--- config.mk ---
export PLATFORM = sky130hd
export DESIGN_NAME = lcd_text_sequencer
export DESIGN_NICKNAME = d
export VERILOG_FILES = /design/src/rtl/lcd_pkg.sv /design/src/rtl/lcd_phase_timer.sv /design/src/rtl/lcd_text_sequencer.sv
export SDC_FILE = /design/constraint.sdc
export NUM_CORES = 1
export LEC_CHECK = 0
export CAP_MARGIN = 20
export CELL_PAD_IN_SITES_DETAIL_PLACEMENT = 0
export CELL_PAD_IN_SITES_GLOBAL_PLACEMENT = 1
export CORE_MARGIN = 1.5
export CORE_UTILIZATION = 36
export DETAILED_ROUTE_END_ITERATION = 10
export PLACE_DENSITY = 0.79
export SLEW_MARGIN = 25
export SYNTH_ARGS = -nofsm -noshare
export SYNTH_HDL_FRONTEND = slang
export SYNTH_SLANG_ARGS = --single-unit
export TNS_END_PERCENT = 10
--- constraint.sdc ---
create_clock -name clk -period 2.79 [get_ports clk]
set_input_delay 0.6975 -clock clk [delete_from_list [all_inputs] [get_ports clk]]
set_output_delay 0.6975 -clock clk [all_outputs]
set_load 0.01 [all_outputs]
--- src/rtl/lcd_pkg.sv ---
// -----------------------------------------------------------------------------
// lcd_pkg
// Shared constants for the LCD text sequencer: state codes, HD44780 command
// bytes and the DDRAM start address of each display line.
// No ports (package).
// -----------------------------------------------------------------------------
package lcd_pkg;

   // State codes (code 5 is unused and recovers to ST_DELAY)
   localparam logic [2:0] ST_DELAY      = 3'd0;
   localparam logic [2:0] ST_FUNC_SET   = 3'd1;
   localparam logic [2:0] ST_ENTRY_MODE = 3'd2;
   localparam logic [2:0] ST_DISP_ON    = 3'd3;
   localparam logic [2:0] ST_LINE       = 3'd4;
   localparam logic [2:0] ST_UNUSED     = 3'd5;
   localparam logic [2:0] ST_HOLD       = 3'd6;
   localparam logic [2:0] ST_CLEAR      = 3'd7;

   // Command bytes (8-bit interface, 5x8 font)
   localparam logic [7:0] CMD_FUNC_2L   = 8'h38;
   localparam logic [7:0] CMD_FUNC_1L   = 8'h30;
   localparam logic [7:0] CMD_DISP_ON   = 8'h0C;
   localparam logic [7:0] CMD_ENTRY     = 8'h06;
   localparam logic [7:0] CMD_CLEAR     = 8'h01;
   localparam logic [7:0] CMD_SET_DDRAM = 8'h80;

   // DDRAM address of column 0 for each display line
   function automatic logic [7:0] ddram_base(input logic [1:0] line_idx);
      logic [7:0] base;
      case (line_idx)
         2'd0:    base = 8'h00;
         2'd1:    base = 8'h40;
         2'd2:    base = 8'h14;
         2'd3:    base = 8'h54;
         default: base = 8'h00;
      endcase
      return base;
   endfunction

endpackage

--- src/rtl/lcd_phase_timer.sv ---
// -----------------------------------------------------------------------------
// lcd_phase_timer
// Dwell counter for one sequencer phase. Counts up from 0 to the terminal
// count t and then holds there until the owner restarts it with load.
// Ports:
//   clk   in   system clock
//   rst   in   synchronous active-low reset
//   load  in   restart the count at 0 on the next edge
//   t     in   terminal count of the current phase
//   cnt   out  current dwell count
//   done  out  cnt has reached t
//   e     out  strobe window, high while 1 <= cnt <= t/2
// -----------------------------------------------------------------------------
module lcd_phase_timer #(
   parameter int CNT_W = 16
) (
   input  logic             clk,
   input  logic             rst,
   input  logic             load,
   input  logic [CNT_W-1:0] t,
   output logic [CNT_W-1:0] cnt,
   output logic             done,
   output logic             e
);

   localparam logic [CNT_W-1:0] CNT_ONE = {{(CNT_W-1){1'b0}}, 1'b1};

   // Dwell count: restart on load, otherwise climb and hold at t
   always_ff @(posedge clk) begin
      if (!rst) begin
         cnt <= '0;
      end else if (load) begin
         cnt <= '0;
      end else if (cnt != t) begin
         cnt <= cnt + CNT_ONE;
      end else begin
         cnt <= cnt;
      end
   end

   assign done = (cnt == t);
   // Enable goes high one cycle after the bus settles and drops at mid-phase
   assign e    = (cnt != '0) && (cnt <= (t >> 1));

endmodule

--- src/rtl/lcd_text_sequencer.sv ---
// -----------------------------------------------------------------------------
// lcd_text_sequencer
// Drives an HD44780-class character LCD in 8-bit write-only mode: power-up
// delay, init commands, then frames of NUM_LINES x LINE_LEN characters read
// from an external buffer, separated by a hold phase and a clear command.
// Optional feature macro: LCD_AUTO_REFRESH_EN (HOLD also exits to CLEAR when
// its dwell expires; otherwise HOLD is left only on an update request and
// the dwell count saturates).
// Ports:
//   clk        in   system clock
//   rst        in   synchronous active-low reset
//   upd_req    in   level request to redraw the display
//   upd_ack    out  one-cycle pulse when the request is accepted
//   char_data  in   buffer data for char_addr (same-cycle read)
//   char_addr  out  {line_idx, col-1} buffer read address
//   lcd_e      out  LCD enable strobe
//   lcd_rs     out  0 = command, 1 = data
//   lcd_rw     out  tied 0 (write only)
//   lcd_db     out  LCD data bus
//   state      out  current state code
//   cnt        out  dwell counter
//   frame_done out  one-cycle pulse after the last character of a frame
// -----------------------------------------------------------------------------
module lcd_text_sequencer
   import lcd_pkg::*;
#(
   parameter int NUM_LINES = 2,
   parameter int LINE_LEN  = 16,
   parameter int DLY_PWRUP = 70,
   parameter int DLY_CMD   = 30,
   parameter int DLY_CHAR  = 20,
   parameter int DLY_HOLD  = 400,
   parameter int DLY_CLEAR = 200,
   parameter int CNT_W     = 16
) (
   input  logic             clk,
   input  logic             rst,
   input  logic             upd_req,
   output logic             upd_ack,
   input  logic [7:0]       char_data,
   output logic [7:0]       char_addr,
   output logic             lcd_e,
   output logic             lcd_rs,
   output logic             lcd_rw,
   output logic [7:0]       lcd_db,
   output logic [2:0]       state,
   output logic [CNT_W-1:0] cnt,
   output logic             frame_done
);

   localparam logic [5:0] LAST_COL  = 6'(LINE_LEN);
   localparam logic [1:0] LAST_LINE = 2'(NUM_LINES - 1);
   localparam logic [7:0] FUNC_CMD  = (NUM_LINES > 1) ? CMD_FUNC_2L : CMD_FUNC_1L;

   logic [1:0]       line_idx;
   logic [5:0]       col;
   logic             pending;

   logic [2:0]       state_nxt;
   logic [1:0]       line_nxt;
   logic [5:0]       col_nxt;
   logic             pending_nxt;
   logic             ack_nxt;
   logic             fd_nxt;
   logic             load;
   logic [CNT_W-1:0] t_sel;
   logic             done;
   logic             e_win;
   logic             strobe_en;

   lcd_phase_timer #(.CNT_W(CNT_W)) u_timer (
      .clk  (clk),
      .rst  (rst),
      .load (load),
      .t    (t_sel),
      .cnt  (cnt),
      .done (done),
      .e    (e_win)
   );

   // Terminal count of the phase currently running
   always_comb begin
      t_sel = '0;
      case (state)
         ST_DELAY:      t_sel = CNT_W'(DLY_PWRUP);
         ST_FUNC_SET,
         ST_DISP_ON,
         ST_ENTRY_MODE: t_sel = CNT_W'(DLY_CMD);
         ST_LINE:       t_sel = CNT_W'(DLY_CHAR);
         ST_HOLD:       t_sel = CNT_W'(DLY_HOLD);
         ST_CLEAR:      t_sel = CNT_W'(DLY_CLEAR);
         default:       t_sel = '0;
      endcase
   end

   // Phase sequencing, line/column walk and update handshake
   always_comb begin
      state_nxt   = state;
      line_nxt    = line_idx;
      col_nxt     = col;
      pending_nxt = pending | upd_req;
      ack_nxt     = 1'b0;
      fd_nxt      = 1'b0;
      load        = 1'b0;
      case (state)
         ST_DELAY: begin
            if (done) begin
               state_nxt = ST_FUNC_SET;
               load      = 1'b1;
            end else begin
               state_nxt = state;
            end
         end
         ST_FUNC_SET: begin
            if (done) begin
               state_nxt = ST_DISP_ON;
               load      = 1'b1;
            end else begin
               state_nxt = state;
            end
         end
         ST_DISP_ON: begin
            if (done) begin
               state_nxt = ST_ENTRY_MODE;
               load      = 1'b1;
            end else begin
               state_nxt = state;
            end
         end
         ST_ENTRY_MODE, ST_CLEAR: begin
            if (done) begin
               state_nxt = ST_LINE;
               load      = 1'b1;
            end else begin
               state_nxt = state;
            end
         end
         ST_LINE: begin
            if (done) begin
               load = 1'b1;
               if (col == LAST_COL) begin
                  col_nxt = 6'd0;
                  if (line_idx == LAST_LINE) begin
                     line_nxt  = 2'd0;
                     state_nxt = ST_HOLD;
                     fd_nxt    = 1'b1;
                  end else begin
                     line_nxt = line_idx + 2'd1;
                  end
               end else begin
                  col_nxt = col + 6'd1;
               end
            end else begin
               col_nxt = col;
            end
         end
         ST_HOLD: begin
            // A request seen here is consumed directly rather than latched
            pending_nxt = pending;
            if (upd_req || pending) begin
               state_nxt   = ST_CLEAR;
               load        = 1'b1;
               ack_nxt     = 1'b1;
               pending_nxt = 1'b0;
            end
`ifdef LCD_AUTO_REFRESH_EN
            else if (done) begin
               state_nxt = ST_CLEAR;
               load      = 1'b1;
            end
`endif
            else begin
               state_nxt = state;
            end
         end
         default: begin
            state_nxt = ST_DELAY;
            line_nxt  = 2'd0;
            col_nxt   = 6'd0;
            load      = 1'b1;
         end
      endcase
   end

   // Bus contents for the current phase; held constant for the whole phase
   always_comb begin
      lcd_rs    = 1'b0;
      lcd_db    = 8'h00;
      char_addr = 8'h00;
      strobe_en = 1'b0;
      case (state)
         ST_FUNC_SET: begin
            lcd_db    = FUNC_CMD;
            strobe_en = 1'b1;
         end
         ST_DISP_ON: begin
            lcd_db    = CMD_DISP_ON;
            strobe_en = 1'b1;
         end
         ST_ENTRY_MODE: begin
            lcd_db    = CMD_ENTRY;
            strobe_en = 1'b1;
         end
         ST_CLEAR: begin
            lcd_db    = CMD_CLEAR;
            strobe_en = 1'b1;
         end
         ST_LINE: begin
            strobe_en = 1'b1;
            if (col == 6'd0) begin
               lcd_db = CMD_SET_DDRAM | ddram_base(line_idx);
            end else begin
               lcd_rs    = 1'b1;
               char_addr = {line_idx, col - 6'd1};
               lcd_db    = char_data;
            end
         end
         default: begin
            lcd_db = 8'h00;
         end
      endcase
   end

   assign lcd_e  = strobe_en & e_win;
   assign lcd_rw = 1'b0;

   // State, position, pending request and handshake pulses
   always_ff @(posedge clk) begin
      if (!rst) begin
         state      <= ST_DELAY;
         line_idx   <= 2'd0;
         col        <= 6'd0;
         pending    <= 1'b0;
         upd_ack    <= 1'b0;
         frame_done <= 1'b0;
      end else begin
         state      <= state_nxt;
         line_idx   <= line_nxt;
         col        <= col_nxt;
         pending    <= pending_nxt;
         upd_ack    <= ack_nxt;
         frame_done <= fd_nxt;
      end
   end

endmodule

Word level (Yosys, flattened, before mapping)
Cells that the tools add are included.
{"block": "word_totals", "register_bits": 30, "input_bits": 11, "output_inout_bits": 40, "elab_cells": 84}
{"block": "op_classes", "n_addsub": 4, "magnitude_cmp": 1, "eq_ne": 20, "mux": 31, "bitwise_logic": 4, "n_reduce_logical": 17}
{"operator": "$pmux W9 S5", "n": 1}
{"operator": "$pmux W8 S5", "n": 1}
{"operator": "$pmux W7 S4", "n": 1}
{"operator": "$mux W3", "n": 8}
{"operator": "$mux W8", "n": 3}
{"operator": "$pmux W3 S6", "n": 1}
{"operator": "$add A16 B1 Y16 const B", "n": 1}
{"operator": "$eq A16 B9 Y1", "n": 1}
{"operator": "$le A16 B8 Y1", "n": 1}
{"operator": "$ne A16 B9 Y1", "n": 1}
{"operator": "$ne A2 B2 Y1 const B", "n": 8}
{"operator": "$reduce_bool A16 Y1", "n": 1}
{"operator": "$mux W6", "n": 2}
{"operator": "$pmux W6 S2", "n": 1}
{"operator": "$reduce_or A6 Y1", "n": 2}
{"operator": "$eq A3 B3 Y1 const B", "n": 3}
{"operator": "$mux W1", "n": 8}
{"operator": "$reduce_and A8 Y1", "n": 1}
{"operator": "$add A6 B1 Y6 const B", "n": 1}
{"operator": "$eq A3 B2 Y1 const B", "n": 2}
{"operator": "$eq A6 B5 Y1 const B", "n": 1}
{"operator": "$logic_not A6 Y1", "n": 1}
{"operator": "$mux W2", "n": 3}
{"operator": "$sub A6 B1 Y6 const B", "n": 1}
{"operator": "19 further kinds", "n": 23}

Longest topological paths before layout
Gate-level depths: netlist of run 1.
{"block": "logic_depth", "depth_word": 7, "mapped_depth": 10, "depth_no_buf": 9}

By module
A second synthesis of run 1 with hierarchy kept.
{"block": "hier_totals", "cells_unflattened": 323, "hier_area_um2": 2479.9}
{"mod": "lcd_phase_timer", "n_inst": 1, "cells_each": 176, "area_per_inst_um2": 1438.9, "seq_area_each_um2": 320.3}
{"mod": "lcd_text_sequencer", "n_inst": 1, "cells_each": 147, "area_per_inst_um2": 1041.0, "seq_area_each_um2": 280.3}

Worst setup path after synthesis of run 1
OpenSTA, ideal clock, no wires.
{"block": "synth_timing", "path_type": "register -> output", "start": "register state[1]", "end": "output port lcd_e", "arrival_ns": 1.983, "required_ns": 2.092, "path_slack_ns": 0.109, "stages_incl_launch_ff": 8, "n_path_buf": 1, "path_cell_list": "dfxtp_1 buf_2 nor3_1 a21oi_1 ha_1 nand3_1 or4_1 a21oi_1"}
{"block": "synth_via", "elab_chain_cells": 6, "elab_cells_between_ends": 14, "cone_classes": "1 x order compare; 6 x eq/ne; 2 x mux; 1 x bitwise; 4 x reduce/logical"}
{"element": "start, declared", "line": "lcd_text_sequencer.sv:46", "source": "output logic [2:0] state,"}
{"element": "start signal, assigned", "line": "lcd_text_sequencer.sv:237", "source": "state <= state_nxt;"}
{"element": "$eq A3 B2 Y1 or $eq A3 B1 Y1 (tied branches)", "line": "lcd_text_sequencer.sv:84, lcd_text_sequencer.sv:191"}
{"element": "$reduce_or A3 Y1", "line": "lcd_text_sequencer.sv:84", "source": "case (state)"}
{"element": "$pmux W9 S5", "line": "lcd_text_sequencer.sv:84"}
{"element": "$le A16 B8 Y1", "line": "lcd_phase_timer.sv:43", "source": "assign e = (cnt != '0) && (cnt <= (t >> 1));"}
{"element": "$logic_and A1 B1 Y1", "line": "lcd_phase_timer.sv:43"}
{"element": "$and A1 B1 Y1 (*)", "line": "lcd_text_sequencer.sv:224", "source": "assign lcd_e = strobe_en & e_win;"}
{"element": "end, declared", "line": "lcd_text_sequencer.sv:42", "source": "output logic lcd_e,"}
Mark *: on every way between the ends. The rest lies on a longest branch, timed or not.

Worst setup path in the final report of run 1
{"block": "layout_timing", "start": "register col[1]", "end": "output port lcd_db[1]"}
{"block": "layout_via", "elab_chain_cells": 3}
{"element": "start, declared", "line": "lcd_text_sequencer.sv:56", "source": "logic [5:0] col;"}
{"element": "start signal, assigned", "line": "lcd_text_sequencer.sv:239", "source": "col <= col_nxt;"}
{"element": "$logic_not A6 Y1", "line": "lcd_text_sequencer.sv:210", "source": "if (col == 6'd0) begin"}
{"element": "$mux W8", "line": "lcd_text_sequencer.sv:210"}
{"element": "$pmux W8 S5", "line": "lcd_text_sequencer.sv:191", "source": "case (state)"}
{"element": "end, declared", "line": "lcd_text_sequencer.sv:45", "source": "output logic [7:0] lcd_db,"}
No other way between the ends.

==> reports/qor.csv, run 1 <==
metric,value,unit
DR pass1 iterations,4,
cts bufs inserted,5,
total track usage,19.5,%
die area,6500,um2
hold slack,0.550,ns
"flops & latches, synth",30,
routed len/inst,13.8,um
cts hold-fix bufs,0,
largest cells by area after synthesis,"dfxtp_1 (28%), ha_1 (7.5%), nor2_1 (6.7%), nand2_1 (4.5%), xor2_1 (4.0%)",
htree depth,2,
Placer Congestion,0.849,
Sw Ratio,25.3,%
Design Power,896,uW
Post-Syn Instances,286,
Final HPWL DP,4540,um
layout net count,389,
"antenna viol nets, final",0,
Power Dens Cells,288,nW/um2
CTS root buf,clkbuf_8,
initial core utilization,36.9,%
DRC,0,
num rows,28,
Internal Power,669,uW
DR vias,2349,
Post-synth ARST share,0,%
combinational power share,9.0,%
synth warn,0,
WL final,6070,um
syn_nets,310,
largest net degree at the start of global routing,17,
vias per cell,5.33,
clock input transition at the sequential cells of the worst setup and hold paths,0.06,ns
# IOs,51,
initial antenna violation count,0,
mapped cell area,2170,um2
final setup margin,-0.0703,ns
register area share after synthesis,27.7,%
Layout area overhead,43.5,%
Yosys top cell area share,27.7,%
status,"complete, but fails checks",
leakage power,1.38,nW
P_sw,227,uW
number of cells in the finished layout apart from fillers,441,
peak supply drop,0.000178,V
layout cells sized above 1,19.9,%
CP startpoint kind,flip-flop,
Final setup viols,1,
fin. max-slew vios,0,
failing checks,negative setup slack,
Flop pwr share,48.5,%
Mapped Avg Cell Area,7.59,um2
period utilization,103,%
"Core Util, Final",52.9,%
vias in the first global route,2075,
"commonest non-fill, non-tap cell in the layout",buf_4,
max-cap viol count,0,
Critical Path AT,2.16,ns
CTS Buffer Depth,2,
Worst-Skew Late Latency,0.29,ns
pre-CTS setup slack,-0.238,ns
hold wc startpoint,line_idx[0]$_SDFFE_PN0P_,
1st-iter DRT viols,166,
CTS tree,yes,
CP Max Fanout,4,
RSZ-0062 raised after global routing,true,
clk sink count,30,
number of synthesized flops with an enable pin,0,
global-route wire length before repair,9780,um
FF-to-FF Start,state[2]$_SDFFE_PN0P_,
Worst Skew,0.00742,ns
Overflow after GRT,0,
CP Class,reg2out,
Post-synth top flop,dfxtp_1,
Port Buffer Count,49,
Core ar.,5890,um2
die height,80.6,um
Max Fclk,350,MHz
Tmin final,2.86,ns
Synth cell types,54,
most frequent cells in the layout,"buf_4 (40), nor2_1 (38), clkdlybuf4s50_1 (31)",
crit path capture type,output port,
ant diodes,0,
die width,80.6,um
Clk pwr share,42.5,%
Worst Hold Class,reg2reg,
cell accounting for the most synthesized area,dfxtp_1,
Worst EP required,2.09,ns
Final Hold Vio Count,0,
placed instance count,433,
Critical Path Source,col[1]$_SDFFE_PN0P_,
==> registers in the layout (all words and copies together), names as in the netlist <==
signal	cells
u_timer.cnt	16
frame_done	1
state	3
line_idx	2
col	6
upd_ack	1
pending	1
==> per-layer routing <==
layer	part of all wire [%]	wire, um	track usage, %
met4	1.5	92	6.55
met3	6.2	379	3.75
met5	0	0	0
met2	47	2850	32.5
met1	45	2740	24.9
==> logic make-up after synthesis <==
family / after synthesis / share of synthesized area, %
DFF: 30 / 27.7
xor gates and xnor gates: 19 / 7.67
adders and majority gates: 13 / 7.50
AOI/OAI and AO/OA: 56 / 17.4
other: 1 / 0.173
muxes: 3 / 1.38
and+or+nand+nor: 134 / 32.5
buffers and inverters: 30 / 5.71
==> per-stage QoR <==
step	cell area [um2]	TNS, ns
2_1_floorplan	2170	0
3_3_place_gp	2980	-0.344
3_5_place_dp	2980	-0.450
4_1_cts	3090	-0.604
5_1_grt	3110	-0.330
6_report	3110	-0.0703
==> worst max-delay path, stage by stage, from the launching register on <==
cell	delay, ns
dfxtp_1	0.33
inv_1	0.07
ha_4	0.16
nor4b_4	0.12
buf_4	0.14
buf_4	0.14
nor2b_2	0.16
or3b_2	0.47
a21oi_2	0.15
clkbuf_2	0.14
==> final cells by class <==
class                      instances  area (um2)
sequential                        30         609
clock buffer                       6        82.6
tap                               75        93.8
multi-input combinational        226        1500
fill                             577        2770
timing repair buffer              89         766
inverter                          13        48.8
clock inverter                     2        12.5
==> synthesized netlist by cell type (2+ instances only) <==
cell type   n
a21o_1      3
a21oi_1    15
a221oi_1    2
a31oi_1     5
and2_1      3
and3_1      9
buf_2       3
buf_4       2
clkbuf_1   12
dfxtp_1    30
ha_1       13
inv_1      10
inv_2       2
mux2i_1     3
nand2_1    26
nand2b_1    7
nand3_1    14
nand4_1     6
nor2_1     39
nor2b_1     4
nor3_1      8
nor4_1      2
o21a_1      2
o21ai_0    11
o32a_1      3
or3_1       4
or4_1       3
or4_4       2
xnor2_1     9
xor2_1     10
==> repair_timing <==
action                     CTS  global route
pin swaps                    1             1
gates cloned                 0             0
gates resized for setup     30            12
setup buffers                0             0
setup endpoints to repair   18            16
==> final timing paths <==
kind         cells after the start  slack (ns)                       end
max                              9       -0.07                 lcd_db[1]
min reg2reg                      2        0.55  line_idx[0]$_SDFFE_PN0P_
max reg2reg                      8        0.31       col[4]$_SDFFE_PN0P_
min                              2        0.55  line_idx[0]$_SDFFE_PN0P_
==> power by group through the flow <==
stage	logic, mW	clock network [mW]	registers, mW
CTS	0.0812	0.386	0.434
global route	0.0899	0.409	0.434
detailed placement	0.0805	0	0.446
global placement	0.0799	0	0.446
finish	0.0808	0.381	0.434
floorplan	0.0359	0	0.450
No activity file was read; power rests on OpenSTA's default activity.
==> run 2: changes to the inputs <==
Settings changed: HOLD_SLACK_MARGIN set to 0.1, SLEW_MARGIN 25 to not set.
==> results of run 2 <==
Same layout as run 1: the final DEF is identical, and so are final timing and power.
